File: src/rtl/register_dump_pkg.sv
// register_dump_pkg: shared states, defaults and frame sizing for register_dump_streamer
package register_dump_pkg;
  typedef enum logic [2:0] {IDLE, HEADER, COUNT, PAYLOAD, CHECKSUM} state_t;
  localparam logic [7:0] DEFAULT_HEADER_BYTE = 8'h44;
  localparam int BYTES_PER_WORD = 4;
  function automatic int frame_length(input int xlen, input int num_regs, input bit checksum);
    return 2 + (num_regs + 1) * (xlen / 8) + (checksum ? 1 : 0);
  endfunction
endpackage

File: src/rtl/register_dump_streamer.sv
// register_dump_streamer: snapshots pc + register file on trigger and streams it as a framed byte packet
//   clock/clear      : clock, synchronous active-high reset
//   trigger          : dump request, accepted only while idle
//   pc, registers    : live state; register i at [i*XLEN +: XLEN]
//   out_data/valid/ready : byte stream, transfer when valid && ready
//   busy, done, trigger_dropped : frame in progress, end-of-frame pulse, ignored-trigger pulse
//   REGISTER_DUMP_CHECKSUM_EN : appends a mod-256 sum of count and payload bytes
module register_dump_streamer
  import register_dump_pkg::*;
#(
  parameter int XLEN = 8 * BYTES_PER_WORD,
  parameter int NUM_REGS = 32,
  parameter logic [7:0] HEADER_BYTE = DEFAULT_HEADER_BYTE
) (
  input  logic                     clock,
  input  logic                     clear,
  input  logic                     trigger,
  input  logic [XLEN-1:0]          pc,
  input  logic [NUM_REGS*XLEN-1:0] registers,
  output logic [7:0]               out_data,
  output logic                     out_valid,
  input  logic                     out_ready,
  output logic                     busy,
  output logic                     done,
  output logic                     trigger_dropped
);
  localparam int BPW = XLEN / 8;
  localparam int WW = $clog2(NUM_REGS + 1);
  localparam int BW = BPW > 1 ? $clog2(BPW) : 1;
  localparam int SW = (NUM_REGS + 1) * XLEN;
  localparam logic [7:0] COUNT_BYTE = 8'(NUM_REGS + 1);
  state_t state_q, state_d;
  logic [WW-1:0] widx_q, widx_d;
  logic [BW-1:0] bidx_q, bidx_d;
  logic [SW-1:0] snap_q, snap_d;
  logic done_q, done_d, drop_q, drop_d;
  logic [XLEN-1:0] word;
  logic [7:0] pay_byte, tail_byte;
  logic xfer, last_byte, last_word;
`ifdef REGISTER_DUMP_CHECKSUM_EN
  logic [7:0] sum_q, sum_d;
  assign tail_byte = state_q == CHECKSUM ? sum_q : 8'h00;
`else
  assign tail_byte = 8'h00;
`endif
  // word 0 of the snapshot is pc, words 1..NUM_REGS are the registers
  assign word = snap_q[widx_q * XLEN +: XLEN];
  assign pay_byte = word[bidx_q * 8 +: 8];
  assign out_valid = state_q != IDLE;
  assign busy = out_valid;
  assign done = done_q;
  assign trigger_dropped = drop_q;
  assign xfer = out_valid && out_ready;
  assign last_byte = bidx_q == BW'(BPW - 1);
  assign last_word = widx_q == WW'(NUM_REGS);
  assign out_data = state_q == HEADER ? HEADER_BYTE :
                    state_q == COUNT ? COUNT_BYTE :
                    state_q == PAYLOAD ? pay_byte : tail_byte;
  always_comb begin
    state_d = state_q;
    widx_d = widx_q;
    bidx_d = bidx_q;
    snap_d = snap_q;
    done_d = 1'b0;
    drop_d = trigger && state_q != IDLE;
`ifdef REGISTER_DUMP_CHECKSUM_EN
    sum_d = sum_q;
`endif
    case (state_q)
      IDLE: if (trigger) begin
        state_d = HEADER;
        snap_d = {registers, pc};
        widx_d = '0;
        bidx_d = '0;
`ifdef REGISTER_DUMP_CHECKSUM_EN
        sum_d = 8'h00;
`endif
      end
      HEADER: state_d = xfer ? COUNT : HEADER;
      COUNT: if (xfer) begin
        state_d = PAYLOAD;
`ifdef REGISTER_DUMP_CHECKSUM_EN
        sum_d = sum_q + COUNT_BYTE;
`endif
      end
      PAYLOAD: if (xfer) begin
`ifdef REGISTER_DUMP_CHECKSUM_EN
        sum_d = sum_q + pay_byte;
`endif
        bidx_d = last_byte ? '0 : bidx_q + 1'b1;
        widx_d = last_byte && !last_word ? widx_q + 1'b1 : widx_q;
        if (last_byte && last_word) begin
`ifdef REGISTER_DUMP_CHECKSUM_EN
          state_d = CHECKSUM;
`else
          state_d = IDLE;
          done_d = 1'b1;
`endif
        end
      end
      default: if (xfer) begin
        state_d = IDLE;
        done_d = 1'b1;
      end
    endcase
  end
  always_ff @(posedge clock) begin
    if (clear) begin
      state_q <= IDLE;
      widx_q <= '0;
      bidx_q <= '0;
      snap_q <= '0;
      done_q <= 1'b0;
      drop_q <= 1'b0;
    end else begin
      state_q <= state_d;
      widx_q <= widx_d;
      bidx_q <= bidx_d;
      snap_q <= snap_d;
      done_q <= done_d;
      drop_q <= drop_d;
    end
  end
`ifdef REGISTER_DUMP_CHECKSUM_EN
  always_ff @(posedge clock) begin
    if (clear) sum_q <= 8'h00;
    else sum_q <= sum_d;
  end
`endif
endmodule
File: config.mk
export PLATFORM = sky130hd
export DESIGN_NAME = register_dump_streamer
export DESIGN_NICKNAME = d
export VERILOG_FILES = /design/src/rtl/register_dump_pkg.sv /design/src/rtl/register_dump_streamer.sv
export SDC_FILE = /design/constraint.sdc
export NUM_CORES = 2
export LEC_CHECK = 0
export CAP_MARGIN = 15
export CORE_AREA = 2 2 420 422
export DETAILED_ROUTE_END_ITERATION = 6
export DIE_AREA = 0 0 422 424
export PLACE_DENSITY = 0.55
export SYNTH_ARGS = -nofsm -noshare
export SYNTH_HDL_FRONTEND = slang
export SYNTH_SLANG_ARGS = --single-unit
File: constraint.sdc
create_clock -name clock -period 4.4 [get_ports clock]
set_input_delay 1.32 -clock clock [delete_from_list [all_inputs] [get_ports clock]]
set_output_delay 1.32 -clock clock [all_outputs]
set_load 0.005 [all_outputs]
==> run summary <==
The run finished, with violations left. The checks that failed: setup timing. After synthesis, the netlist uses 68 different library cells. In the final layout, the multi-input gates occupy 22,300 um2. The peak supply drop is 0.000322 V.

The number of cell rows is 154. The tool flagged a number of max-cap violations equal to 0. The via count of the first global-routing pass came out at 43,651. The launch point of the critical path is widx_q[0]$_SDFFE_PP0P_. The initial antenna violation count is 74. In this run the static leakage power is 23.1 nW.

The die width is approximately 420 um. The minimum clock period after layout is 4.96 ns. The clock transition time at the flip-flop clock pins of the worst setup and hold paths is 0.06 ns. The post-route antenna net violation count is 0. The maximum level of the CTS H-tree is 3.

The post-synthesis register bit count came out at ~1,100. For this run, asynchronously set or reset flops after synthesis account for 0%. Summing every instance area after synthesis gives 45,300 um2.

The per-instance average area after synthesis came out at 8.36 um2. The number of buffers created by CTS came out at ~120. The number of placed instances, taps included, is 8,580. The number of filler cells placed in the layout came out at 18,140. The power per cell area came out at 408 nW/um2. The die is 424 um tall. The worst setup path is launched from a register. Clock tree synthesis selected as its root buffer the cell clkbuf_16. The average wire length per cell after detail routing came out at 28.3 um. For the pin with the worst max-slew slack, the measured transition is just under 1 ns.

The register cell area after layout is 21,400 um2. The area of the die is 179,000 um2. The I/O pin count came out at 1,072. Global routing finished with a remaining overflow of 0. The class of the tightest hold or removal check is register to register.

The data arrival time of the critical path is 3.64 ns. For the final database, setup skew stands at 0.0235 ns. The clock passes through at most 3 buffers. The global-route total usage across every layer is 26.8%. The TritonCTS sink count is 1,068. The cell count after synthesis came out at around 5,400. The detailed-router iteration count before antenna repair is 7. The kind of end point of the critical path is an output port.

The maximum clock rate is approximately 200 MHz. After detailed routing, the number of remaining DRC violations is 0. Of the available clock period, the critical path in the final layout requires 113%. The worst register-to-register path begins at state_q[1]$_SDFFE_PP0P_. The max-slew violation count came to 0.

The area of the placeable core is 175,000 um2. The register area share after synthesis is approximately 47%. The share of post-route cells with drive strength above 1 came out at about an eighth. The minimum setup slack in the final design came out at -0.555 ns. The total number of vias came out at 44,833.

The number of endpoints failing setup at the final stage came out at 8. TritonCTS built the clock tree. In this run the tightest slew margin relative to its limit is 35.8%. The number of nets in the final layout is 7,476. Leaving out fill and tap cells, the most frequent cells in the layout are nand2_1, a21oi_1, dfxtp_1. The final weighted congestion of routability-driven global placement is 1.01. Setup repair after global routing could not meet its margin everywhere. The synthesis-to-layout area growth is 42.9%.

The finished layout holds 8,878 standard cells, fillers aside. Setup total negative slack on the finished layout was measured at -3.95 ns. The pin count of the biggest net entering global routing came out at 191. Yosys printed 0 warnings. Leaving out fill and tap cells, the most frequent cell in the layout is nand2_1. The ratio of routed vias to standard cells is 5.05. Among all flip-flop cells after synthesis, the most frequent one is dfxtp_1. The required time at the endpoint of the critical path is roughly 3.1 ns. Detailed placement ended at an HPWL of 199,000 um.

The wire length of the first global-routing pass came out at 340,000 um. Cells fill 37.0% of the core in the end. The worst hold path begins at snap_q[929]$_SDFFE_PP0P_. The placement-stage worst setup slack is -0.625 ns.

The number of enable-type register cells in the synthesized netlist is 0. Of all nets on the critical path, the largest fanout is 7. The worst hold margin came out at 0.450 ns. The total wire length after detailed routing is around 250,000 um.

The DRC marker count from the first detailed-route iteration came out at 4,572. Synthesis produced a netlist with a net count of 6,479. The number of failing hold endpoints at the final stage came out at 0. The clock insertion delay at the later pin of the skew report came out at 0.76 ns. After clock tree synthesis, the flow added hold-fix buffers numbering 0. The number of buffers inserted by port buffering is around 1,100. The initial core utilization came out at 25.9%. The critical path in this run is classified as register to output port.
==> sequential cells by signal, indices dropped and copies added (netlist names) <==
name             count
widx_q               6
snap_q            1056
trigger_dropped      1
state_q              2
done                 1
bidx_q               2
==> area by class of cell <==
cell class                      count  share of cell area [%]
Multi-Input combinational cell   3879                    34.4
Sequential cell                  1068                    33.1
Timing Repair Buffer             1335                    21.3
Clock buffer                      168                    5.33
Tap cell                         2340                    4.53
Clock inverter                     55                    1.25
Antenna cell                       25                  0.0967
Inverter                            8                  0.0464
==> cells in the mapped netlist (5+ instances only) <==
master | instances | area [um2]
nand3_1 | 11 | 55.1
o221ai_1 | 24 | 210
a32o_1 | 6 | 60.1
buf_2 | 26 | 130
mux2_2 | 23 | 259
mux4_1 | 20 | 526
nor2_1 | 20 | 75.1
nor4_1 | 6 | 37.5
mux4_2 | 189 | 4260
a211oi_1 | 5 | 37.5
a221oi_1 | 18 | 158
buf_4 | 22 | 165
a31oi_1 | 5 | 31.3
inv_1 | 6 | 22.5
o311ai_0 | 5 | 43.8
mux2i_1 | 139 | 1390
o21ai_0 | 31 | 155
nand2_1 | 2161 | 8110
buf_6 | 21 | 236
dfxtp_1 | 1068 | 21400
nor3_1 | 18 | 90.1
clkbuf_1 | 383 | 1440
o22ai_1 | 35 | 219
a22oi_1 | 5 | 37.5
a21oi_1 | 1082 | 5420
==> cell families (layout without fill, tap and decap cells) <==
kind of cell / after synthesis / after routing / synth area share [%]
xor+xnor: 4 / 4 / 0.0774
buf+inv: 469 / 1566 / 4.63
compound gates: 1255 / 1255 / 14.8
simple gates: 2246 / 2246 / 19.0
flops: 1068 / 1068 / 47.2
mux: 371 / 371 / 14.2
other cells: 0 / 25 / 0
fa+ha+maj: 3 / 3 / 0.0829
==> per-stage QoR <==
step	power [mW]	instance area (um2)
global placement	15.4	59100
CTS	26.5	64400
global route	27.2	64700
floorplan	12.9	45300
finish	26.4	64700
detailed placement	15.4	59100
==> worst paths after layout <==
kind                              endpoint  slack (ns)  depth (start not counted)
setup reg to reg  snap_q[997]$_SDFFE_PP0P_        1.92                          7
hold / removal    snap_q[929]$_SDFFE_PP0P_        0.45                          2
setup / recovery               out_data[2]       -0.56                         10
hold reg to reg   snap_q[929]$_SDFFE_PP0P_        0.45                          2
==> repair_timing <==
action	4_1_cts	5_1_grt
endpoints found under the setup margin	8	8
cloned	7	3
buffers inserted	31	12
pin swaps	14	9
gates resized for setup	131	26
==> worst max-delay path: stages, from the launching register on <==
cell	delay, ns
dfxtp_4	0.39
buf_6	0.16
buf_12	0.15
mux4_1	0.58
mux2_4	0.33
a2111oi_4	0.42
buf_4	0.19
or3_1	0.09
a21boi_0	0.12
a32o_2	0.30
buf_6	0.15
==> layer usage <==
metal / vias up / GRT usage, % / share of wire, %
li1: 20396 / - / -
met2: 1825 / 41.3 / 45
met5: - / 0 / 0.11
met1: 22048 / 34.6 / 42
met4: 44 / 16.7 / 7.1
met3: 520 / 5.09 / 6.5
==> where the power goes <==
group          total (mW)  internal, mW  switching, mW
clock                10.9          6.51           4.43
sequential           10.9          10.4          0.538
combinational        4.55          2.10           2.45
total                26.4          19.0           7.42
No activity file was read; power rests on OpenSTA's default activity.
